`config.mk`:
```
export PLATFORM = sky130hd
export DESIGN_NAME = serial_master_port
export DESIGN_NICKNAME = d
export VERILOG_FILES = /design/src/rtl/serial_master_port.sv
export SDC_FILE = /design/constraint.sdc
export NUM_CORES = 1
export LEC_CHECK = 0
export CAP_MARGIN = 20
export CORE_ASPECT_RATIO = 0.6
export CORE_MARGIN = 5
export CORE_UTILIZATION = 34
export CTS_BUF_LIST = sky130_fd_sc_hd__clkbuf_8
export DETAILED_ROUTE_END_ITERATION = 7
export PLACE_DENSITY = 0.54
export SYNTH_ARGS = -nofsm -noshare
export SYNTH_HDL_FRONTEND = slang
export SYNTH_SLANG_ARGS = --single-unit
```
`constraint.sdc`:
```
create_clock -name clk -period 5.2 [get_ports clk]
set_input_delay 1.04 -clock clk [delete_from_list [all_inputs] [get_ports clk]]
set_output_delay 1.04 -clock clk [all_outputs]
set_load 0.03 [all_outputs]
```
`src/rtl/serial_master_port.sv`:
```
// Bit-serial bus initiator: shifts address then write data MSB-first on wr_bus,
// and for reads collects DATA_WIDTH bits from rd_bus into a parallel response.
//   state  | meaning
//   S_IDLE | waiting for a client request, req_ready high
//   S_ADDR | shifting address bits out on wr_bus
//   S_DATA | shifting write-data bits out on wr_bus
//   S_RD   | collecting read-data bits from rd_bus
//   S_DONE | one-cycle response pulse
module serial_master_port #(
    parameter int ADDR_WIDTH = 16,
    parameter int DATA_WIDTH = 8,
    parameter int TIMEOUT    = 64
) (
    input  logic                  clk,
    input  logic                  rstn,
    input  logic                  req_valid,
    output logic                  req_ready,
    input  logic                  req_wr,
    input  logic [ADDR_WIDTH-1:0] req_addr,
    input  logic [DATA_WIDTH-1:0] req_wdata,
    output logic                  rsp_valid,
    output logic                  rsp_err,
    output logic [DATA_WIDTH-1:0] rsp_rdata,
    output logic                  wr_bus,
    output logic                  mode,
    output logic                  master_valid,
    output logic                  master_ready,
    input  logic                  rd_bus,
    input  logic                  slave_ready,
    input  logic                  slave_valid
);

    localparam int SW   = ADDR_WIDTH + DATA_WIDTH;
    localparam int MAXW = (ADDR_WIDTH > DATA_WIDTH) ? ADDR_WIDTH : DATA_WIDTH;
    localparam int CW   = $clog2(MAXW + 1);
    localparam int TW   = (TIMEOUT > 0) ? $clog2(TIMEOUT + 1) : 1;

    localparam logic [CW-1:0] ADDR_LAST = CW'(ADDR_WIDTH - 1);
    localparam logic [CW-1:0] DATA_LAST = CW'(DATA_WIDTH - 1);
    localparam logic [TW-1:0] TO_LAST   = (TIMEOUT > 0) ? TW'(TIMEOUT - 1) : '0;

    typedef enum logic [2:0] {
        S_IDLE,
        S_ADDR,
        S_DATA,
        S_RD,
        S_DONE
    } state_t;

    state_t                state_q, state_d;
    logic [SW-1:0]         sr_q, sr_d;
    logic                  mode_q, mode_d;
    logic [CW-1:0]         cnt_q, cnt_d;
    logic [TW-1:0]         to_q, to_d;
    logic [DATA_WIDTH-2:0] rdsr_q, rdsr_d;
    logic [DATA_WIDTH-1:0] rdata_q, rdata_d;
    logic                  err_q, err_d;

    logic [DATA_WIDTH-1:0] rd_shift;
    logic                  bit_hs;
    logic                  busy;

    // Read word as it would look with the current rd_bus bit shifted in.
    assign rd_shift  = {rdsr_q, rd_bus};
    assign rsp_rdata = rdata_q;
    assign mode      = mode_q;

    always_comb begin
        state_d      = state_q;
        sr_d         = sr_q;
        mode_d       = mode_q;
        cnt_d        = cnt_q;
        to_d         = to_q;
        rdsr_d       = rdsr_q;
        rdata_d      = rdata_q;
        err_d        = err_q;
        req_ready    = 1'b0;
        master_valid = 1'b0;
        master_ready = 1'b0;
        wr_bus       = 1'b0;
        rsp_valid    = 1'b0;
        rsp_err      = 1'b0;
        bit_hs       = 1'b0;
        busy         = 1'b0;

        case (state_q)
            S_IDLE: begin
                req_ready = 1'b1;
                if (req_valid) begin
                    sr_d    = {req_addr, req_wdata};
                    mode_d  = req_wr;
                    cnt_d   = '0;
                    to_d    = '0;
                    err_d   = 1'b0;
                    state_d = S_ADDR;
                end
            end
            S_ADDR, S_DATA: begin
                busy         = 1'b1;
                master_valid = 1'b1;
                wr_bus       = sr_q[SW-1];
                bit_hs       = slave_ready;
                if (bit_hs) begin
                    sr_d  = {sr_q[SW-2:0], 1'b0};
                    cnt_d = cnt_q + CW'(1);
                    to_d  = '0;
                    if (state_q == S_ADDR && cnt_q == ADDR_LAST) begin
                        cnt_d   = '0;
                        state_d = mode_q ? S_DATA : S_RD;
                    end else if (state_q == S_DATA && cnt_q == DATA_LAST) begin
                        cnt_d   = '0;
                        state_d = S_DONE;
                    end
                end
            end
            S_RD: begin
                busy         = 1'b1;
                master_ready = 1'b1;
                bit_hs       = slave_valid;
                if (bit_hs) begin
                    rdsr_d = rd_shift[DATA_WIDTH-2:0];
                    cnt_d  = cnt_q + CW'(1);
                    to_d   = '0;
                    if (cnt_q == DATA_LAST) begin
                        cnt_d   = '0;
                        rdata_d = rd_shift;
                        state_d = S_DONE;
                    end
                end
            end
            S_DONE: begin
                rsp_valid = 1'b1;
                rsp_err   = err_q;
                state_d   = S_IDLE;
            end
            default: begin
                state_d = S_IDLE;
            end
        endcase

        // Stall watchdog: any cycle without a bit handshake counts toward abort.
        if (TIMEOUT > 0 && busy && !bit_hs) begin
            to_d = to_q + TW'(1);
            if (to_q == TO_LAST) begin
                state_d = S_DONE;
                err_d   = 1'b1;
                cnt_d   = '0;
            end
        end
    end

    always_ff @(posedge clk) begin
        if (!rstn) begin
            state_q <= S_IDLE;
            sr_q    <= '0;
            mode_q  <= 1'b0;
            cnt_q   <= '0;
            to_q    <= '0;
            rdsr_q  <= '0;
            rdata_q <= '0;
            err_q   <= 1'b0;
        end else begin
            state_q <= state_d;
            sr_q    <= sr_d;
            mode_q  <= mode_d;
            cnt_q   <= cnt_d;
            to_q    <= to_d;
            rdsr_q  <= rdsr_d;
            rdata_q <= rdata_d;
            err_q   <= err_d;
        end
    end

endmodule

```
==> flow_metrics.env <==
export IMPL_cp_arrival_ns=2.46
export IMPL_worst_path_max_fanout=17
export IMPL_comb_power_share=0.153
export IMPL_hpwl_um=4190
export IMPL_synth_top_area_frac=0.422
export IMPL_root_buffer="clkbuf_8"
export IMPL_grt_setup_unrepaired="no"
export IMPL_ant_nets=0
export IMPL_antenna_found_initial=0
export IMPL_ctsResizeCount=0
export IMPL_ys_seq_area_frac=0.422
export IMPL_dieArea_sq_mm=0.00975
export IMPL_hold_ws_ns=0.458
export IMPL_cts_buffers=5
export IMPL_n_antenna_cell=0
export IMPL_post_cts_setup_buffers=0
export IMPL_multiInputGateArea_sq_mm=0.00143
export IMPL_power_frac_clock=0.297
export IMPL_setup_tns_ns=0
export IMPL_met1Wirelength_um=3250
export IMPL_syn_inst=287
export IMPL_viasPerCell=4.79
export IMPL_route_detailed_wl_per_inst_um=13.7
export IMPL_postCtsHoldBufs=0
export IMPL_worst_pin_slew_ns=0.875
export IMPL_swShare=0.260
export IMPL_yosysTopAreaCell="dfxtp_1"
export IMPL_synth_edf_count=0
export IMPL_synth_avg_cell_area_sq_um=9.26
export IMPL_ys_flop_type="dfxtp_1"
export IMPL_worst_clock_skew_ns=0.00750
export IMPL_initial_core_util=0.343
export IMPL_endpoint_kind="primary output"
export IMPL_grt_pass1_vias=1951
export IMPL_relSlewSlack=0.415
export IMPL_drc=0
export IMPL_met3WireLength_um=288
export IMPL_die_x_um=124
export IMPL_leakagePower_nw=1.37
export IMPL_hold_violations=0
export IMPL_worstSkewPairLatency_ns=0.31
export IMPL_cts_sinks=56
export IMPL_critical_path_class="flop to primary output"
export IMPL_power_internal_w=0.000626
export IMPL_routed_wl_met2_um=2340
export IMPL_postPlaceCellArea_sq_mm=0.00318
export IMPL_overflow=0
export IMPL_vias=2069
export IMPL_placementRows=25
export IMPL_dr_max_layer_used="met4"
export IMPL_grt_max_degree=29
export IMPL_cts_path_max_buffers=2
export IMPL_routed_wl_um=5940
export IMPL_grtUsageTotal=0.128
export IMPL_utilization=0.421
export IMPL_fp_coreArea_sq_mm=0.00776
export IMPL_port_buffers=45
export IMPL_first_iter_violations=122
export IMPL_yosysWarnings=0
export IMPL_firstDrtPassIters=5
export IMPL_fmax_ghz=0.286
export IMPL_status="completed"
export IMPL_synthDistinctLibCells=45
export IMPL_synth_area_top_cells="dfxtp_1, mux2i_1, o211a_1, nand2_1, a21boi_1"
export IMPL_final_setup_viol_count=0
export IMPL_seqCellArea_sq_mm=0.00112
export IMPL_drive_gt1_frac=0.0525
export IMPL_cts_clk_slew_worst_paths_ns=0.10
export IMPL_area_growth_pct=23.0
export IMPL_drv_cap=0
export IMPL_seqPwrFrac=0.550
export IMPL_ys_seq_elements=56
export IMPL_synth_fp_nets=321
export IMPL_syn_cell_area_sq_mm=0.00266
export IMPL_cp_start_kind="flop"
export IMPL_fill_cells=802
export IMPL_fin_crit_ns=3.50
export IMPL_ir_drop_v=0.000130
export IMPL_grt_pass1_wl_um=9680
export IMPL_cts_tree="built"
export IMPL_nets=357
export IMPL_powerDensity_mw_per_mm2=259
export IMPL_async_flop_share=0
export IMPL_finish_instance_area_sq_mm=0.00327
export IMPL_ios=46
export IMPL_htree_num_levels=2
export IMPL_fin_crit_sh=0.674
export IMPL_maxSlewViolCount=0
export IMPL_holdCritPathClass="flop to flop"
export IMPL_power_switching_w=0.000220
export IMPL_place_congestion=0.824
export IMPL_crit_required_ns=4.16
export IMPL_die_height_um=78.5
==> sequential cells by signal, indices dropped and copies added (netlist names) <==
signal / count
err_q: 1
mode: 1
to_q: 7
cnt_q: 5
rsp_rdata: 8
sr_q: 24
rdsr_q: 7
state_q: 3
==> placed cells by master, fill, tap and decap left out, types with 5 or more instances in the layout <==
| cell | netlist | layout |
|---|---|---|
| dfxtp_1 | 56 | 56 |
| nand2_1 | 55 | 55 |
| clkdlybuf4s50_1 | 0 | 45 |
| mux2i_1 | 24 | 24 |
| o211a_1 | 23 | 23 |
| a21boi_1 | 18 | 18 |
| nand3_1 | 14 | 14 |
| nor2_1 | 7 | 7 |
| and2_1 | 6 | 6 |
| o21ai_1 | 6 | 6 |
| clkbuf_8 | 0 | 6 |
| nor3_1 | 5 | 5 |
| inv_1 | 5 | 5 |
| and3_1 | 5 | 5 |
==> cells in the mapped netlist (2+ instances only) <==
cell and count:
nor2_1 7, and2_1 6, buf_2 6, o21ai_0 2, and3_1 5, nand3_1 14, a21oi_1 2, nand2b_1 4
dfxtp_1 56, nor3_1 5, ha_1 3, xor2_1 4, nor2b_1 3, nand4_1 3, clkbuf_1 9, mux2i_1 24
buf_4 3, inv_1 5, o21ai_1 6, or4b_1 2, a21boi_1 18, nand2_1 55, o211a_1 23
==> area by class of cell <==
| class | instances | share of cell area |
|---|---|---|
| Clock buffer | 6 | 0.0253 |
| Clock inverter | 2 | 0.00306 |
| Inverter | 5 | 0.00574 |
| Multi-Input combinational cell | 207 | 0.437 |
| Sequential cell | 56 | 0.343 |
| Tap cell | 108 | 0.0413 |
| Timing Repair Buffer | 48 | 0.145 |
==> final timing paths <==
path | startpoint | end | slack, ns | cells after the start
min reg2reg | rsp_rdata[1]$_SDFFE_PN0P_ | rsp_rdata[1]$_SDFFE_PN0P_ | 0.46 | 2
min | rsp_rdata[1]$_SDFFE_PN0P_ | rsp_rdata[1]$_SDFFE_PN0P_ | 0.46 | 2
max | state_q[0]$_SDFF_PN0_ | wr_bus | 1.70 | 4
max reg2reg | state_q[0]$_SDFF_PN0_ | sr_q[8]$_SDFFE_PN0P_ | 2.50 | 6
==> layer usage <==
| layer | vias to the layer above | global-route usage |
|---|---|---|
| met2 | 36 | 0.179 |
| met1 | 941 | 0.184 |
| met3 | 6 | 0.0410 |
| met4 | 0 | 0.0393 |
| li1 | 1086 | - |
| met5 | - | 0 |
==> critical path, stage by stage (launching register included) <==
cell	delay (ns)
dfxtp_1	0.54
nand2b_4	0.14
a21oi_4	0.57
and2_1	0.22
clkdlybuf4s50_1	0.67
==> power by group through the flow <==
| stage | logic [W] | registers (W) | clock network [W] |
|---|---|---|---|
| after floorplan | 0.0000906 | 0.000471 | 0 |
| after global placement | 0.000129 | 0.000474 | 0 |
| after detailed placement | 0.000131 | 0.000475 | 0 |
| after CTS | 0.000131 | 0.000465 | 0.000264 |
| after global routing | 0.000143 | 0.000468 | 0.000283 |
| final | 0.000130 | 0.000465 | 0.000251 |
==> stage by stage <==
stage | setup slack [ns] | std cells | total power [W]
6_report | 1.70 | 432 | 0.000846
5_1_grt | 1.53 | 432 | 0.000894
4_1_cts | 1.67 | 432 | 0.000860
3_5_place_dp | 2.05 | 424 | 0.000606
3_3_place_gp | 2.06 | 424 | 0.000604
2_1_floorplan | 2.22 | 287 | 0.000561
==> logic make-up (layout without fill, tap and decap cells) <==
kind of cell | count (synthesis) | count (layout) | synth area share
mux | 25 | 25 | 0.0946
fa+ha+maj | 3 | 3 | 0.0141
xor+xnor | 5 | 5 | 0.0165
simple gates | 109 | 109 | 0.201
buf+inv | 24 | 61 | 0.0409
flops | 56 | 56 | 0.422
compound gates | 65 | 65 | 0.211
Note: power is estimated with default switching activity, not from simulation.
